<file path="src/rtl/circle_engine.sv">
// circle_engine: moves up to eight circles and renders them onto a scanned
// pixel stream.
//
// Per-circle state (centre and direction bits) changes only on frame_tick.
// In manual mode the selected circle moves and is clamped to the screen. In
// auto mode every circle bounces off the edges. The pixel path is a 2-stage
// pipeline:
//   - stage 1 registers the coordinate differences;
//   - stage 2 registers the colour.
// A per-frame accumulator records whether any pixel was covered by two or
// more circles.
//
// Ports:
//   clk, reset               clock; synchronous active-high reset
//   frame_tick               one-cycle pulse per frame, during blanking
//   up, down, left, right    manual move requests, sampled on frame_tick
//   sel                      index of the manually controlled circle
//   auto_mode                1 = all circles bounce autonomously
//   coord_x, coord_y         pixel under scan
//   active_area              pixel under scan is visible
//   rgb                      pixel colour, two cycles after the coordinate
//   collide                  previous frame contained an overlap pixel
module circle_engine #(
  parameter int         N_OBJ    = 2,
  parameter int         RADIUS   = 25,
  parameter int         STEP     = 1,
  parameter int         H_ACTIVE = 640,
  parameter int         V_ACTIVE = 480,
  parameter logic [2:0] BG_COLOR = 3'b010
) (
  input  logic       clk,
  input  logic       reset,
  input  logic       frame_tick,
  input  logic       up,
  input  logic       down,
  input  logic       left,
  input  logic       right,
  input  logic [2:0] sel,
  input  logic       auto_mode,
  input  logic [9:0] coord_x,
  input  logic [9:0] coord_y,
  input  logic       active_area,
  output logic [2:0] rgb,
  output logic       collide
);

  // Position arithmetic is done in 12-bit signed so that a step below zero
  // or above 1023 is caught by the clamp instead of wrapping.
  localparam logic signed [11:0] X_LO   = 12'(RADIUS);
  localparam logic signed [11:0] X_HI   = 12'(H_ACTIVE - 1 - RADIUS);
  localparam logic signed [11:0] Y_LO   = 12'(RADIUS);
  localparam logic signed [11:0] Y_HI   = 12'(V_ACTIVE - 1 - RADIUS);
  localparam logic signed [11:0] STEP_S = 12'(STEP);
  localparam logic [21:0]        R_SQ   = 22'(RADIUS * RADIUS);

  logic [N_OBJ-1:0] in_flag;
  logic             act1_reg;
  logic             acc_reg;
  logic [2:0]       pix_color;
  logic [3:0]       hit_cnt;
  logic             overlap;

  genvar gi;
  generate
    for (gi = 0; gi < N_OBJ; gi++) begin : g_obj
      logic [9:0]         cx_reg, cy_reg, cx_next, cy_next;
      logic               vx_reg, vy_reg, vx_next, vy_next;
      logic signed [11:0] x_cur, y_cur, x_mv, y_mv;
      logic signed [10:0] dx_reg, dy_reg;
      logic signed [21:0] dx_w, dy_w;
      logic [21:0]        sq_x, sq_y, dist_sq;
      logic               sel_hit;

      // sel is 3 bits and gi < 8, so an out-of-range sel matches nothing.
      assign sel_hit = (sel == 3'(gi));
      assign x_cur   = {2'b00, cx_reg};
      assign y_cur   = {2'b00, cy_reg};

      always_comb begin
        cx_next = cx_reg;
        cy_next = cy_reg;
        vx_next = vx_reg;
        vy_next = vy_reg;
        x_mv    = x_cur;
        y_mv    = y_cur;
        if (auto_mode) begin
          x_mv    = vx_reg ? x_cur + STEP_S : x_cur - STEP_S;
          y_mv    = vy_reg ? y_cur + STEP_S : y_cur - STEP_S;
          cx_next = x_mv[9:0];
          cy_next = y_mv[9:0];
          // Reaching a bound (not only passing it) reverses the axis.
          if (vx_reg && x_mv >= X_HI) begin
            cx_next = X_HI[9:0];
            vx_next = 1'b0;
          end else if (!vx_reg && x_mv <= X_LO) begin
            cx_next = X_LO[9:0];
            vx_next = 1'b1;
          end
          if (vy_reg && y_mv >= Y_HI) begin
            cy_next = Y_HI[9:0];
            vy_next = 1'b0;
          end else if (!vy_reg && y_mv <= Y_LO) begin
            cy_next = Y_LO[9:0];
            vy_next = 1'b1;
          end
        end else if (sel_hit) begin
          if (right && !left)      x_mv = x_cur + STEP_S;
          else if (left && !right) x_mv = x_cur - STEP_S;
          if (down && !up)         y_mv = y_cur + STEP_S;
          else if (up && !down)    y_mv = y_cur - STEP_S;
          if (x_mv > X_HI)         cx_next = X_HI[9:0];
          else if (x_mv < X_LO)    cx_next = X_LO[9:0];
          else                     cx_next = x_mv[9:0];
          if (y_mv > Y_HI)         cy_next = Y_HI[9:0];
          else if (y_mv < Y_LO)    cy_next = Y_LO[9:0];
          else                     cy_next = y_mv[9:0];
        end
      end

      always_ff @(posedge clk) begin
        if (reset) begin
          cx_reg <= 10'(100 + 60 * gi);
          cy_reg <= 10'd100;
          vx_reg <= 1'b1;
          vy_reg <= 1'b1;
          dx_reg <= '0;
          dy_reg <= '0;
        end else begin
          if (frame_tick) begin
            cx_reg <= cx_next;
            cy_reg <= cy_next;
            vx_reg <= vx_next;
            vy_reg <= vy_next;
          end
          // Uses the registered centre, so a tick affects the next pixel.
          dx_reg <= $signed({1'b0, coord_x}) - $signed({1'b0, cx_reg});
          dy_reg <= $signed({1'b0, coord_y}) - $signed({1'b0, cy_reg});
        end
      end

      // 22 bits hold 2*1023^2, so the sum of squares cannot wrap.
      assign dx_w        = 22'(dx_reg);
      assign dy_w        = 22'(dy_reg);
      assign sq_x        = dx_w * dx_w;
      assign sq_y        = dy_w * dy_w;
      assign dist_sq     = sq_x + sq_y;
      assign in_flag[gi] = (dist_sq <= R_SQ);
    end
  endgenerate

  // Walk from the highest index down so the lowest-index hit wins.
  always_comb begin
    pix_color = BG_COLOR;
    hit_cnt   = '0;
    for (int i = N_OBJ - 1; i >= 0; i--) begin
      if (in_flag[i]) begin
        pix_color = 3'((i % 6) + 1);
        hit_cnt   = hit_cnt + 4'd1;
      end
    end
  end

  assign overlap = act1_reg && (hit_cnt >= 4'd2);

  always_ff @(posedge clk) begin
    if (reset) begin
      act1_reg <= 1'b0;
      rgb      <= 3'b000;
      collide  <= 1'b0;
      acc_reg  <= 1'b0;
    end else begin
      act1_reg <= active_area;
      rgb      <= act1_reg ? pix_color : 3'b000;
      if (frame_tick) begin
        collide <= acc_reg;
        // An overlap pixel arriving with the tick belongs to the new frame.
        acc_reg <= overlap;
      end else begin
        acc_reg <= acc_reg | overlap;
      end
    end
  end

endmodule

</file>
<file path="config.mk">
export PLATFORM = sky130hd
export DESIGN_NAME = circle_engine
export DESIGN_NICKNAME = d
export VERILOG_FILES = /design/src/rtl/circle_engine.sv
export SDC_FILE = /design/constraint.sdc
export NUM_CORES = 2
export LEC_CHECK = 0
export ABC_AREA = 1
export ABC_CLOCK_PERIOD_IN_PS = 10900
export CAP_MARGIN = 10
export CELL_PAD_IN_SITES_DETAIL_PLACEMENT = 0
export CELL_PAD_IN_SITES_GLOBAL_PLACEMENT = 1
export CORE_UTILIZATION = 53
export DETAILED_ROUTE_END_ITERATION = 8
export HOLD_SLACK_MARGIN = 0.05
export PLACE_DENSITY_LB_ADDON = 0.08
export SLEW_MARGIN = 20
export SYNTH_ARGS = -nofsm -noshare
export SYNTH_HDL_FRONTEND = slang
export SYNTH_SLANG_ARGS = --single-unit
export TNS_END_PERCENT = 100
</file>
<file path="constraint.sdc">
create_clock -name clk -period 10.9 [get_ports clk]
set_clock_uncertainty 0.05 [all_clocks]
set_input_delay 3.27 -clock clk [delete_from_list [all_inputs] [get_ports clk]]
set_output_delay 3.27 -clock clk [all_outputs]
set_load 0.05 [all_outputs]
</file>
## Yosys cells after proc, flatten, opt, wreduce, memory -nomap -nowiden

Index checks and enable logic that the tools add are counted.

- ROM bits: 0
- Memory bits (writable): 0
- Latch bits: 0
- Bits in registers: 94
- Output and inout bits: 4
- Logic and storage cells: 148
- Memories: 0
- Bits of input ports: 32

- Bitwise gates (word level): 2
- Mux-type cells: 56
- Multiply operators: 4
- $lt $le $gt $ge: 19
- Reductions and logical operators: 35
- Add/subtract/negate cells: 15
- Div/mod/pow operators: 0
- Shifts and indexed selects: 0
- Eq/ne operators: 1

Operator list:

| operator | number |
|---|---|
| $mux 10 | 24 |
| $mux 12 | 20 |
| $mul 11x11->22 | 4 |
| $le 12x6->1 const B | 4 |
| $lt 12x6->1 const B | 4 |
| $add 10x1->11 const B | 4 |
| $add 22x22->22 | 2 |
| $le 22x10->1 const B | 2 |
| $sub 10x1->11 const B | 4 |
| $sub 10x10->11 | 4 |
| $ge 12x10->1 const B | 2 |
| $ge 12x11->1 const B | 2 |
| $gt 12x10->1 const B | 2 |
| $gt 12x11->1 const B | 2 |
| $logic_and 1x1->1 | 13 |
| $reduce_and 3->1 | 4 |
| $reduce_bool 2->1 | 6 |
| $mux 1 | 10 |
| $logic_not 1->1 | 8 |
| $add 4x1->4 const B | 1 |
| $ge 4x2->1 const B | 1 |
| $mux 4 | 1 |
| $reduce_and 2->1 | 2 |
| $eq 3x1->1 const B | 1 |
| other kinds (5) | 5 |

## Longest topological paths before layout

- Word-level depth: 11
- Mapped depth: 33
- Depth with buffers taken out: 32

## Worst setup path after synthesis

Ideal clock, no wire load.

- Kind: register to register
- Start: reg g_obj[0].dy_reg[2]
- End: reg acc_reg
- Buffers on the path: 1
- Setup slack: 4.318 ns
- Stages on the path, launching flop included: 27
- Arrival: 6.467 ns
- Cell sequence: dfxtp_1 -> clkbuf_1 -> nand2_1 -> fa_1 -> inv_1 -> fa_1 -> fa_1 -> inv_1 -> fa_1 -> inv_1 -> fa_1 -> fa_1 -> inv_1 -> fa_1 -> inv_1 -> ha_1 -> inv_1 -> nor4_1 -> nand2_1 -> nor3_1 -> nor2_1 -> nand3b_1 -> nand2_1 -> nand3_1 -> nor2_1 -> nor2_1 -> nor2_1

- Cells in the longest elaborated chain, start to end: 8

Ends and longest elaborated chain:

| item | RTL line | source |
|---|---|---|
| from (decl) | 69 | `logic signed [10:0] dx_reg, dy_reg;` |
| from (signal assigned) | 137 | `dy_reg <= $signed({1'b0, coord_y}) - $signed({1'b0, cy_reg});` |
| $mul 11x11->22 (*) | 145 | `assign sq_y = dy_w * dy_w;` |
| $add 22x22->22 (*) | 146 | `assign dist_sq = sq_x + sq_y;` |
| $le 22x10->1 (*) | 147 | `assign in_flag[gi] = (dist_sq <= R_SQ);` |
| $mux 4 (*) | 156 | `if (in_flag[i]) begin` |
| $ge 4x2->1 (*) | 163 | `assign overlap = act1_reg && (hit_cnt >= 4'd2);` |
| $logic_and 1x1->1 (*) | 163 |  |
| $or 1x1->1 | 179 | `acc_reg <= acc_reg \| overlap;` |
| $mux 1 (*) | 174 | `if (frame_tick) begin` |
| to (signal assigned) | 177 | `acc_reg <= overlap;` |
| to (signal assigned) | 179 |  |
| to (decl) | 58 | `logic acc_reg;` |

Every way passes the cells marked *; elsewhere a longest branch is shown, timed or not.
A chain may end at the register's enable or synchronous reset.

## Worst setup path after layout

- Start: reg g_obj[0].dy_reg[10]
- End: reg acc_reg

Same word-level chain as after synthesis.

==> results.md <==
* Fin crit period at 7260 ps
* Synthesized-area fraction occupied by and/or/nand/nor cells at 23.9%
* Post-detailed-route count of antenna-violating nets at 0
* Cell area after synthesis at 27,300 um^2
* Routed length per placed instance at 16.0 um
* Share of flip-flops with an asynchronous set or reset after synthesis at 0%
* Pre-antenna DRT Iters at 5
* GRT Overall Usage at 28.4%
* Sequential element share of the synthesized area at 6.81%
* Clock-pin transition on the worst setup and hold timing paths at 70 ps
* Most frequent standard cell in the layout excluding fill and tap cells: sky130_fd_sc_hd__inv_1
* Required time of the critical path at 11,170 ps
* Gpl congestion at 0.910
* Crit-path slowest cell: sky130_fd_sc_hd__dfxtp_1
* Maximum number of pins on one net before global-route repair at 67
* CTS buffer count at 9
* Critical path capture point type: flop
* H-tree level count at 3
* Xor/xnor cell area share of the yosys netlist at 2.08%
* # DRC at 0
* HPWL after detailed placement at 60,900 um
* Relative slew slack at 27.5%
* Resize count post-CTS at 0
* Final worst-path setup slack at 3640 ps
* Yosys cell types at 50
* Effective utilization at floorplan at 54.1%
* First-pass GRT wire length at 119,000 um
* Number of enable flip-flop cells after synthesis at 0
* Fillers at 4,986
* Buffers added on ports at 34
* CP delay by family, top: adder cells
* Kind of launch point of the worst setup path: flop
* Area of the placeable core at 50,500 um^2
* Final setup viols at 0
* Insertion delay of the later-clocked pin in the worst-skew pair at 380 ps
* Run status: finished clean
* Syn-to-layout area delta at 3.58%
* Worst min path class: reg -> reg
* DR iter-0 viols at 1,608
* Maximum buffer depth of the clock tree at 2
* Fmax at 0.138 GHz
* Total via count after detailed routing at 23,100
* Mean number of vias per cell at 5.19
* Count of synthesis-stage warnings from yosys at 0
* Adder and majority gate portion of the synthesized area at 45.0%
* Number of antenna violations at the first check in global routing at 1
* Summed negative setup slack over all endpoints at 0 ps
* Max-capacitance violation count at 0
* Seq cells post-synth at 93
* Number of ports placed on the die boundary at 36
* Most common flop cell mapped by yosys: sky130_fd_sc_hd__dfxtp_1
* Cell repeated most along the worst path: sky130_fd_sc_hd__fa_1
* Footprint of the multi-input gates at 21,100 um^2
* Worst-path fanout max at 14
* Synthesized net count at 4,557
* Count of pins over their slew limit at 0
* Type of the worst setup path: reg -> reg
* Total congestion overflow at 0
* CP Buf/Inv Count at 6
* Clock tree from TritonCTS: yes
* Count of antenna diodes in the layout at 0
* Layout cells sized above 1 at 2.70%
* Via count of the first global-routing pass at 23,900
* Endpoint arrival time on the critical path at 7520 ps
* Total number of clock tree sinks at 93
* Post-CTS Setup Inserts at 0
* Area taken by flip-flops and latches at 1860 um^2
* Largest stage delay, worst path at 640 ps
* Worst-case setup slack after placement at 3600 ps
* Main combinational cell family by area after synthesis: adder cells
* Fraction of synthesized area in multiplexers at 0.0366%
* Total count of hold-check failures in the final report at 0
* Final worst-path cycle share at 66.6%
* Cell count after synthesis at 3,829
* Leading cell types in the layout, fill and taps excluded: sky130_fd_sc_hd__inv_1 (983), sky130_fd_sc_hd__nand2_1 (892), sky130_fd_sc_hd__fa_1 (479)
* Height of the chip at 229 um
* Horizontal die dimension at 229 um
* Buffer cell driving the clock tree root: sky130_fd_sc_hd__clkbuf_16
* Synthesized-area fraction occupied by ao, oa, aoi and oai cells at 6.36%
* Net count, final at 4,501
* RSZ-0062 raised after global routing: false
* Row cnt at 82
* Routed WL at 71,000 um
* Slew at the pin closest to its max-slew limit at 1090 ps
* Count of hold-fix buffers inserted at cts at 0
* Die footprint at 52,500 um^2
* Mean instance size in the synthesized netlist at 7.14 um^2
[metrics by stage]
step / hold WS (ps) / utilization (%) / cells / area, um^2
after floorplan: 380 / - / 3829 / 27300
after global placement: 410 / 55.5 / 4434 / 28000
after detailed placement: 408 / 55.5 / 4434 / 28000
after CTS: 421 / 56.1 / 4450 / 28300
after global routing: 447 / 56.1 / 4450 / 28300
final: 422 / 56.1 / 4450 / 28300
[final cells by class]
| type | instances | area share, % |
|---|---|---|
| tap | 672 | 2.97 |
| clock inverter | 3 | 0.0707 |
| multi-input combinational | 2617 | 74.7 |
| clock buffer | 13 | 0.919 |
| timing repair buffer | 39 | 1.33 |
| sequential | 93 | 6.58 |
| inverter | 1013 | 13.4 |
[synth_stat cells, types with 27 or more instances]
master	instances	share of area [%]
sky130_fd_sc_hd__a21oi_1	127	2.3
sky130_fd_sc_hd__clkbuf_1	64	0.88
sky130_fd_sc_hd__dfxtp_1	93	6.8
sky130_fd_sc_hd__fa_1	479	35
sky130_fd_sc_hd__ha_1	217	9.9
sky130_fd_sc_hd__inv_1	984	14
sky130_fd_sc_hd__nand2_1	892	12
sky130_fd_sc_hd__nand3_1	262	4.8
sky130_fd_sc_hd__nand4_1	45	1.0
sky130_fd_sc_hd__nor2_1	237	3.3
sky130_fd_sc_hd__nor3_1	27	0.49
sky130_fd_sc_hd__o21ai_0	123	2.3
sky130_fd_sc_hd__xor2_1	43	1.4
[path summary, 6_finish.rpt]
| check | start | endpoint | slack, ps | cells after the start |
|---|---|---|---|---|
| worst max-delay path | g_obj[0].dy_reg[10] | acc_reg | 3640 | 25 |
| worst min register to register | act1_reg | rgb[0] | 420 | 2 |
| worst min-delay path | act1_reg | rgb[0] | 420 | 2 |
| worst max register to register | g_obj[0].dy_reg[10] | acc_reg | 3640 | 25 |
[worst register-to-register path, delay by kind of cell, from the launching register on]
| family | cells | cell delay [ps] |
|---|---|---|
| adders and majority gates | 8 | 3920 |
| buffers and inverters | 6 | 710 |
| DFF | 1 | 640 |
| and+or+nand+nor | 11 | 1890 |
[cells by family (layout without fill, tap and decap cells)]
logic type                 count (synthesis)  in the layout
and+or+nand+nor                         1536           1536
buffers and inverters                   1119           1068
adders and majority gates                696            696
AOI/OAI and AO/OA                        318            318
DFF                                       93             93
xor gates and xnor gates                  65             65
other                                      1              1
muxes                                      1              1
[metal layers]
metal  GRT usage [%]  part of all wire, %  up-vias
met5               0                0.017        -
met4            8.02                  2.6        2
met3            3.24                  5.1      110
met2            50.1                   49      602
met1            36.6                   43    11100
li1                -                    -    11300
Power is left out: the tool's default activity adds up to more than one toggle a clock period on the data nets, which glitch-free logic cannot reach.
